--- config.mk ---
export PLATFORM = sky130hd
export DESIGN_NAME = ahb_burst_manager
export DESIGN_NICKNAME = d
export VERILOG_FILES = /design/src/rtl/ahb_burst_manager_pkg.sv /design/src/rtl/ahb_burst_manager_addr_gen.sv /design/src/rtl/ahb_burst_manager.sv
export SDC_FILE = /design/constraint.sdc
export NUM_CORES = 1
export LEC_CHECK = 0
export CAP_MARGIN = 30
export CORE_ASPECT_RATIO = 1.25
export CORE_MARGIN = 4
export CORE_UTILIZATION = 40
export DETAILED_ROUTE_END_ITERATION = 10
export PLACE_DENSITY = 0.83
export SLEW_MARGIN = 30
export SYNTH_ARGS = -nofsm -noshare
export SYNTH_HDL_FRONTEND = slang
export SYNTH_HIERARCHICAL = 1
export SYNTH_SLANG_ARGS = --single-unit
--- constraint.sdc ---
create_clock -name clk -period 5.86 [get_ports clk]
set_input_delay 1.172 -clock clk [delete_from_list [all_inputs] [get_ports clk]]
set_output_delay 1.172 -clock clk [all_outputs]
set_load 0.03 [all_outputs]
--- src/rtl/ahb_burst_manager_pkg.sv ---
// Shared AHB encodings, manager FSM state type and HBURST beat decoding
// for the AHB burst manager.
package AHBCommon_pkg;

    localparam logic [1:0] HTRANS_IDLE   = 2'b00;
    localparam logic [1:0] HTRANS_BUSY   = 2'b01;
    localparam logic [1:0] HTRANS_NONSEQ = 2'b10;
    localparam logic [1:0] HTRANS_SEQ    = 2'b11;

    localparam logic [2:0] HBURST_SINGLE = 3'b000;
    localparam logic [2:0] HBURST_INCR   = 3'b001;
    localparam logic [2:0] HBURST_WRAP4  = 3'b010;
    localparam logic [2:0] HBURST_INCR4  = 3'b011;
    localparam logic [2:0] HBURST_WRAP8  = 3'b100;
    localparam logic [2:0] HBURST_INCR8  = 3'b101;
    localparam logic [2:0] HBURST_WRAP16 = 3'b110;
    localparam logic [2:0] HBURST_INCR16 = 3'b111;

    localparam logic [2:0] HSIZE_BYTE  = 3'b000;
    localparam logic [2:0] HSIZE_HALF  = 3'b001;
    localparam logic [2:0] HSIZE_WORD  = 3'b010;
    localparam logic [2:0] HSIZE_DWORD = 3'b011;

    typedef enum logic [2:0] {
        ST_IDLE,
        ST_ADDR,
        ST_DATA,
        ST_ERR1,
        ST_ERR2
    } state_e;

    // Zero marks a burst type this manager does not issue.
    function automatic logic [4:0] burst_beats(input logic [2:0] hburst);
        case (hburst)
            HBURST_SINGLE: return 5'd1;
            HBURST_INCR4:  return 5'd4;
            HBURST_INCR8:  return 5'd8;
            HBURST_INCR16: return 5'd16;
            default:       return 5'd0;
        endcase
    endfunction

endpackage

--- src/rtl/ahb_burst_manager_addr_gen.sv ---
// Address arithmetic for the burst manager: next beat address and the
// check that a whole incrementing burst stays inside one 1 KB region.
module ahb_addr_gen
    import AHBCommon_pkg::*;
#(
    parameter int ADDR_WIDTH = 32
) (
    input  logic [ADDR_WIDTH-1:0] cur_addr,
    input  logic [2:0]            cur_size,
    input  logic [9:0]            start_offset,
    input  logic [2:0]            start_size,
    input  logic [4:0]            start_beats,
    output logic [ADDR_WIDTH-1:0] next_addr,
    output logic                  crosses_1k
);

    logic [11:0] burst_bytes;
    logic [11:0] burst_end;

    always_comb begin
        next_addr   = cur_addr + (ADDR_WIDTH'(1) << cur_size);
        // 16 beats of the largest HSIZE plus a 1023 offset still fits 12 bits.
        burst_bytes = 12'(start_beats) << start_size;
        burst_end   = 12'(start_offset) + burst_bytes;
        crosses_1k  = burst_end > 12'd1024;
    end

endmodule

--- src/rtl/ahb_burst_manager.sv ---
// AHB manager that turns one command (SINGLE/INCR4/8/16) into a pipelined
// AHB burst, with write-data handshake, read-data return and error abort.
module ahb_burst_manager
    import AHBCommon_pkg::*;
#(
    parameter int ADDR_WIDTH = 32,
    parameter int DATA_WIDTH = 32
) (
    input  logic                  clk,
    input  logic                  reset,
    input  logic                  cmd_valid,
    output logic                  cmd_ready,
    input  logic [ADDR_WIDTH-1:0] cmd_addr,
    input  logic                  cmd_write,
    input  logic [2:0]            cmd_size,
    input  logic [2:0]            cmd_burst,
    input  logic [DATA_WIDTH-1:0] wr_data,
    output logic                  wr_ready,
    output logic [DATA_WIDTH-1:0] rd_data,
    output logic                  rd_valid,
    output logic                  done,
    output logic                  err,
    output logic [ADDR_WIDTH-1:0] haddr,
    output logic                  hwrite,
    output logic [2:0]            hsize,
    output logic [2:0]            hburst,
    output logic [1:0]            htrans,
    output logic [DATA_WIDTH-1:0] hwdata,
    input  logic [DATA_WIDTH-1:0] hrdata,
    input  logic                  hready,
    input  logic                  hresp
);

    localparam int MAX_SIZE = $clog2(DATA_WIDTH / 8);

    state_e                  state_q, state_d;
    logic [ADDR_WIDTH-1:0]   haddr_q, haddr_d;
    logic [1:0]              htrans_q, htrans_d;
    logic                    hwrite_q, hwrite_d;
    logic [2:0]              hsize_q, hsize_d;
    logic [2:0]              hburst_q, hburst_d;
    logic [DATA_WIDTH-1:0]   hwdata_q, hwdata_d;
    logic [3:0]              addr_rem_q, addr_rem_d;
    logic                    done_q, done_d;
    logic                    err_q, err_d;
    logic                    cmd_ready_q, cmd_ready_d;

    logic                    accept;
    logic [4:0]              cmd_beats;
    logic [ADDR_WIDTH-1:0]   align_mask;
    logic                    cmd_illegal;
    logic                    crosses_1k;
    logic [ADDR_WIDTH-1:0]   next_addr;
    logic                    addr_active;
    logic                    addr_done;
    logic                    data_done;

    ahb_addr_gen #(
        .ADDR_WIDTH(ADDR_WIDTH)
    ) u_addr_gen (
        .cur_addr    (haddr_q),
        .cur_size    (hsize_q),
        .start_offset(cmd_addr[9:0]),
        .start_size  (cmd_size),
        .start_beats (cmd_beats),
        .next_addr   (next_addr),
        .crosses_1k  (crosses_1k)
    );

    assign accept      = cmd_valid && cmd_ready_q;
    assign cmd_beats   = burst_beats(cmd_burst);
    assign align_mask  = (ADDR_WIDTH'(1) << cmd_size) - ADDR_WIDTH'(1);
    assign cmd_illegal = (cmd_size > 3'(MAX_SIZE)) || (cmd_beats == 5'd0)
                      || ((cmd_addr & align_mask) != '0) || crosses_1k;

    assign addr_active = (htrans_q == HTRANS_NONSEQ) || (htrans_q == HTRANS_SEQ);
    assign addr_done   = addr_active && hready && !hresp;
    assign data_done   = (state_q == ST_DATA) && hready && !hresp;

    // Handshakes are qualified by this cycle's hready, so they follow the bus directly.
    assign wr_ready = addr_done && hwrite_q;
    assign rd_valid = data_done && !hwrite_q;
    assign rd_data  = hrdata;

    assign haddr     = haddr_q;
    assign htrans    = htrans_q;
    assign hwrite    = hwrite_q;
    assign hsize     = hsize_q;
    assign hburst    = hburst_q;
    assign hwdata    = hwdata_q;
    assign done      = done_q;
    assign err       = err_q;
    assign cmd_ready = cmd_ready_q;

    always_comb begin
        // NOTE: every _d starts from its _q (or a pulse default of 0) so no path infers a latch.
        state_d    = state_q;
        haddr_d    = haddr_q;
        htrans_d   = htrans_q;
        hwrite_d   = hwrite_q;
        hsize_d    = hsize_q;
        hburst_d   = hburst_q;
        hwdata_d   = hwdata_q;
        addr_rem_d = addr_rem_q;
        done_d     = 1'b0;
        err_d      = 1'b0;

        if (wr_ready) begin
            hwdata_d = wr_data;
        end

        if (addr_done) begin
            if (addr_rem_q != 4'd0) begin
                haddr_d    = next_addr;
                htrans_d   = HTRANS_SEQ;
                addr_rem_d = addr_rem_q - 4'd1;
            end else begin
                htrans_d = HTRANS_IDLE;
            end
        end

        case (state_q)
            ST_IDLE: begin
                if (accept) begin
                    if (cmd_illegal) begin
                        done_d = 1'b1;
                        err_d  = 1'b1;
                    end else begin
                        haddr_d    = cmd_addr;
                        htrans_d   = HTRANS_NONSEQ;
                        hwrite_d   = cmd_write;
                        hsize_d    = cmd_size;
                        hburst_d   = cmd_burst;
                        addr_rem_d = 4'(cmd_beats - 5'd1);
                        state_d    = ST_ADDR;
                    end
                end
            end
            ST_ADDR: begin
                if (addr_done) begin
                    state_d = ST_DATA;
                end
            end
            ST_DATA: begin
                if (hresp) begin
                    // Drop the pending address phase so the subordinate sees IDLE on the second error cycle.
                    htrans_d   = HTRANS_IDLE;
                    addr_rem_d = 4'd0;
                    state_d    = hready ? ST_ERR2 : ST_ERR1;
                end else if (hready && !addr_active) begin
                    done_d  = 1'b1;
                    state_d = ST_IDLE;
                end
            end
            ST_ERR1: begin
                if (hready) begin
                    state_d = ST_ERR2;
                end
            end
            ST_ERR2: begin
                done_d  = 1'b1;
                err_d   = 1'b1;
                state_d = ST_IDLE;
            end
            default: begin
                state_d = ST_IDLE;
            end
        endcase

        cmd_ready_d = (state_d == ST_IDLE);
    end

    always_ff @(posedge clk) begin
        // NOTE: state flops take non-blocking assignments so every flop samples pre-edge values.
        if (reset) begin
            state_q     <= ST_IDLE;
            haddr_q     <= '0;
            htrans_q    <= HTRANS_IDLE;
            hwrite_q    <= 1'b0;
            hsize_q     <= 3'b000;
            hburst_q    <= 3'b000;
            hwdata_q    <= '0;
            addr_rem_q  <= 4'd0;
            done_q      <= 1'b0;
            err_q       <= 1'b0;
            cmd_ready_q <= 1'b0;
        end else begin
            state_q     <= state_d;
            haddr_q     <= haddr_d;
            htrans_q    <= htrans_d;
            hwrite_q    <= hwrite_d;
            hsize_q     <= hsize_d;
            hburst_q    <= hburst_d;
            hwdata_q    <= hwdata_d;
            addr_rem_q  <= addr_rem_d;
            done_q      <= done_d;
            err_q       <= err_d;
            cmd_ready_q <= cmd_ready_d;
        end
    end

endmodule
==> impl_metrics.toml <==
[drt]
ant_nets = 0
route.detailed.drc = 0
drt_iter0_markers = 261
num_vias = 4940
routedWlPerCell_um = 15.05
viasPerCell = 5.200
dr.pass1.iters = 4
wl_mm = 14.30

[timing]
min_period_ns = 5.398
finalMaxSlewViolations = 0
hold_viol_final = 0
setup_viol = 0
finalSetupTns_ns = 0
tightest_slew_ns = 0.7819
hold-worst-slack_ns = 0.4541
clock_skew_ns = 0.007122
fin_crit_sh_pct = 92.11
max_clock_freq_mhz = 185.3
setup_ws_ns = 0.4623
max-slew-margin-rel_pct = 47.87
rsz0062_at_grt = "no"

[finish]
nets = 906
drive_gt1_share_pct = 10.53
antenna_cells = 0
postLayoutCoreUtil_pct = 53.77
area_delta_synth_final_pct = 30.04

[clocking]
ctsRootBufferMaster = "clkbuf_16"
clkTransAtPathRegs_ns = 0.07
cts_hold_buf = 0
cts.sinks = 83
clock_path_buffers = 2
h-tree-depth = 3
cts_made_buffers = 9
cts_setup_buffers = 0
cts_tree = "yes"
cts.repair.resized = 0
insertion_delay_ns = 0.35

[critical_path]
worst-path-buf-inv = 3
path_cells = "clkdlybuf4s50_1 -> nand2_1 -> or2_2 -> inv_1 -> mux2i_1 -> nand2_1 -> o21ai_0 -> o22ai_1 -> ha_1 -> a21oi_2 -> nand2_1 -> o21a_1 -> nor4_1 -> o2111ai_1 -> or3b_1 -> o211ai_2 -> nor2_1 -> nand4_1 -> or4_4 -> buf_12 -> nor2_1 -> a211oi_2"
crit_path_start_kind = "input pin"
slowest_stage = "clkdlybuf4s50_1"
crit_top_cell = "nand2_1"
path_class = "in -> reg"
cp_max_fo = 64
cp.required_ns = 6.06
cpPeakStageDelay_ns = 0.57
critical-path-top-delay-family = "simple AND/OR/NAND/NOR gates"
ff2ff_setup_slack_ns = 2.63
arrival_ns = 5.60
cp-end-kind = "flip-flop"

[synthesis]
ys_types = 68
yosysTopAreaCellShare_pct = 29.84
async_flop_share_pct = 0
synth-edff-count = 0
ys_ff_latch = 83
ys.flop_type = "dfxtp_1"
synth_compound_area_share_pct = 19.57
synth-adder-area-share_pct = 5.663
syn_area_per_cell_um2 = 8.310
synth_top_family_by_area = "simple AND/OR/NAND/NOR gates"
yosysTopAreaCell = "dfxtp_1"
yosysSeqAreaShare_pct = 29.84
synthTopCellsByArea = "dfxtp_1 30%, a211oi_2 7.4%, nand2_1 7.1%"
synth_xor_area_share_pct = 5.348
synthCells = 670
synthesis.area_um2 = 5568
yosys.area_share.simple_pct = 22.61
muxShareOfSynthArea_pct = 7.438
ys_warn_count = 6

[floorplanning]
die_x_um = 113.5
die_height_um = 139.9
start_util_pct = 41.35
ioPinCount = 218
core_um2 = 13470
die_area_um2 = 15880
rows = 47

[power]
vdd_drop_max_uv = 162.2
leakagePower_nw = 2.598
power.density_nw_per_um2 = 181.0
p_total_mw = 1.310

[global_routing]
grt-busiest-layer = "met2"
grt_util_met3_pct = 6.126
antenna_found_initial = 0
use_met1_pct = 20.32
grt_max_degree = 84
grt_pass1_vias = 4782
grt_usage_pct = 17.89
overflow = 0
met2_usage_pct = 30.81
grt_first_pass_wirelength_mm = 23.24

[placement]
place.gp.congestion = 0.8963
dp_hpwl_mm = 10.68
port_buffers = 153
dp_slack_ns = 0.07336

[min_path]
min_path_type = "reg -> reg"

[run]
cap_viol_max_count = 0

[status]
outcome = "completed"
cells in the final DEF (no fill, tap or decap), types with 3 or more instances in the layout:
master           netlist  layout
a211oi_2              33      33
nor2_1                55      55
or3_1                  5       5
inv_6                  0       3
and4_1                 4       4
xor2_1                 7       7
and2_1                 5       4
ha_1                  22      22
inv_1                 21      21
o21a_1                 6       6
clkbuf_16              0       9
nand2_1              105     105
nand4_1                5       5
nor3_1                10       9
nor4_1                 6       6
xnor2_1               27      27
nand2b_1               7       7
a21oi_1               50      50
nor3b_1                3       3
nand3b_1               3       3
dfxtp_1               83      83
o2111ai_1              3       3
and3_1                 6       6
clkdlybuf4s50_1        0     152
mux2i_1               38      38
nor2b_1                6       6
buf_4                 32       6
a21o_1                 5       5
mux2_2                 3       3
nand3_1               18      18
o21ai_0               16      16
and3b_1                3       3
kinds of logic after synthesis:
logic type      Yosys count
fa+ha+maj                24
xor+xnor                 34
mux                      41
simple gates            257
flops                    83
other cells               1
buf+inv                  90
compound gates          140
cell type report:
cell class | instances | area, um^2
Clock inverter | 7 | 65.06
Inverter | 22 | 82.58
Tap cell | 171 | 214.0
Clock buffer | 9 | 225.2
Fill cell | 1257 | 6226
Sequential cell | 83 | 1662
Multi-Input combinational cell | 498 | 3395
Timing Repair Buffer | 160 | 1598
metal layers:
| metal | routed length, um | share of wire (%) | vias to the layer above |
|---|---|---|---|
| met4 | 389 | 2.7 | 0 |
| met1 | 5833 | 41 | 2242 |
| li1 | - | - | 2515 |
| met5 | 0 | 0 | - |
| met3 | 1084 | 7.6 | 29 |
| met2 | 6989 | 49 | 154 |
Yosys cell counts, types with 6 or more instances:
cell      number
ha_1          22
mux2i_1       38
a21oi_1       50
xor2_1         7
buf_2          7
xnor2_1       27
nor2b_1        6
o21a_1         6
nor3_1        10
nand2_1      105
nand3_1       18
nor4_1         6
o21ai_0       16
clkbuf_1      19
nand2b_1       7
nor2_1        55
buf_6          8
a211oi_2      33
and3_1         6
dfxtp_1       83
buf_4         32
inv_1         21
per-stage QoR:
stage               cell area, um^2  std cells
floorplan                      5572        671
global placement               6940        934
detailed placement             6945        934
CTS                            7236        950
global route                   7241        950
finish                         7241        950
worst reg2reg max path, cell delays in order (launching register included):
cell and delay [ns]:
dfxtp_1 0.52, or3b_2 0.51, fa_1 0.45, nor2b_1 0.16, o21ai_2 0.08, a21boi_1 0.22
o31a_2 0.31, and2_1 0.29, nand4_1 0.15, xnor2_1 0.15, mux2i_1 0.10, a211oi_2 0.22
registers in the layout, indices dropped and copies added, names as in the netlist:
name and cells:
state_q 3, addr_rem_q 4, hwrite 1, hsize 3
htrans 2, haddr 32, done 1, hwdata 32
cmd_ready 1, err 1, hburst 3
power breakdown:
group | switching, mW | internal (mW) | total [mW]
Combinational | 0.0881 | 0.0909 | 0.179
Clock | 0.258 | 0.298 | 0.556
Sequential | 0.00605 | 0.569 | 0.575
Total | 0.352 | 0.958 | 1.31
worst paths after layout:
check                    start        end  cells after the start
hold reg to reg      hwdata[9]  hwdata[9]                      2
setup / recovery  cmd_burst[0]  haddr[29]                     22
hold / removal       hwdata[9]  hwdata[9]                      2
setup reg to reg      hsize[0]  haddr[22]                     11
(Power assumes the default switching activity.)
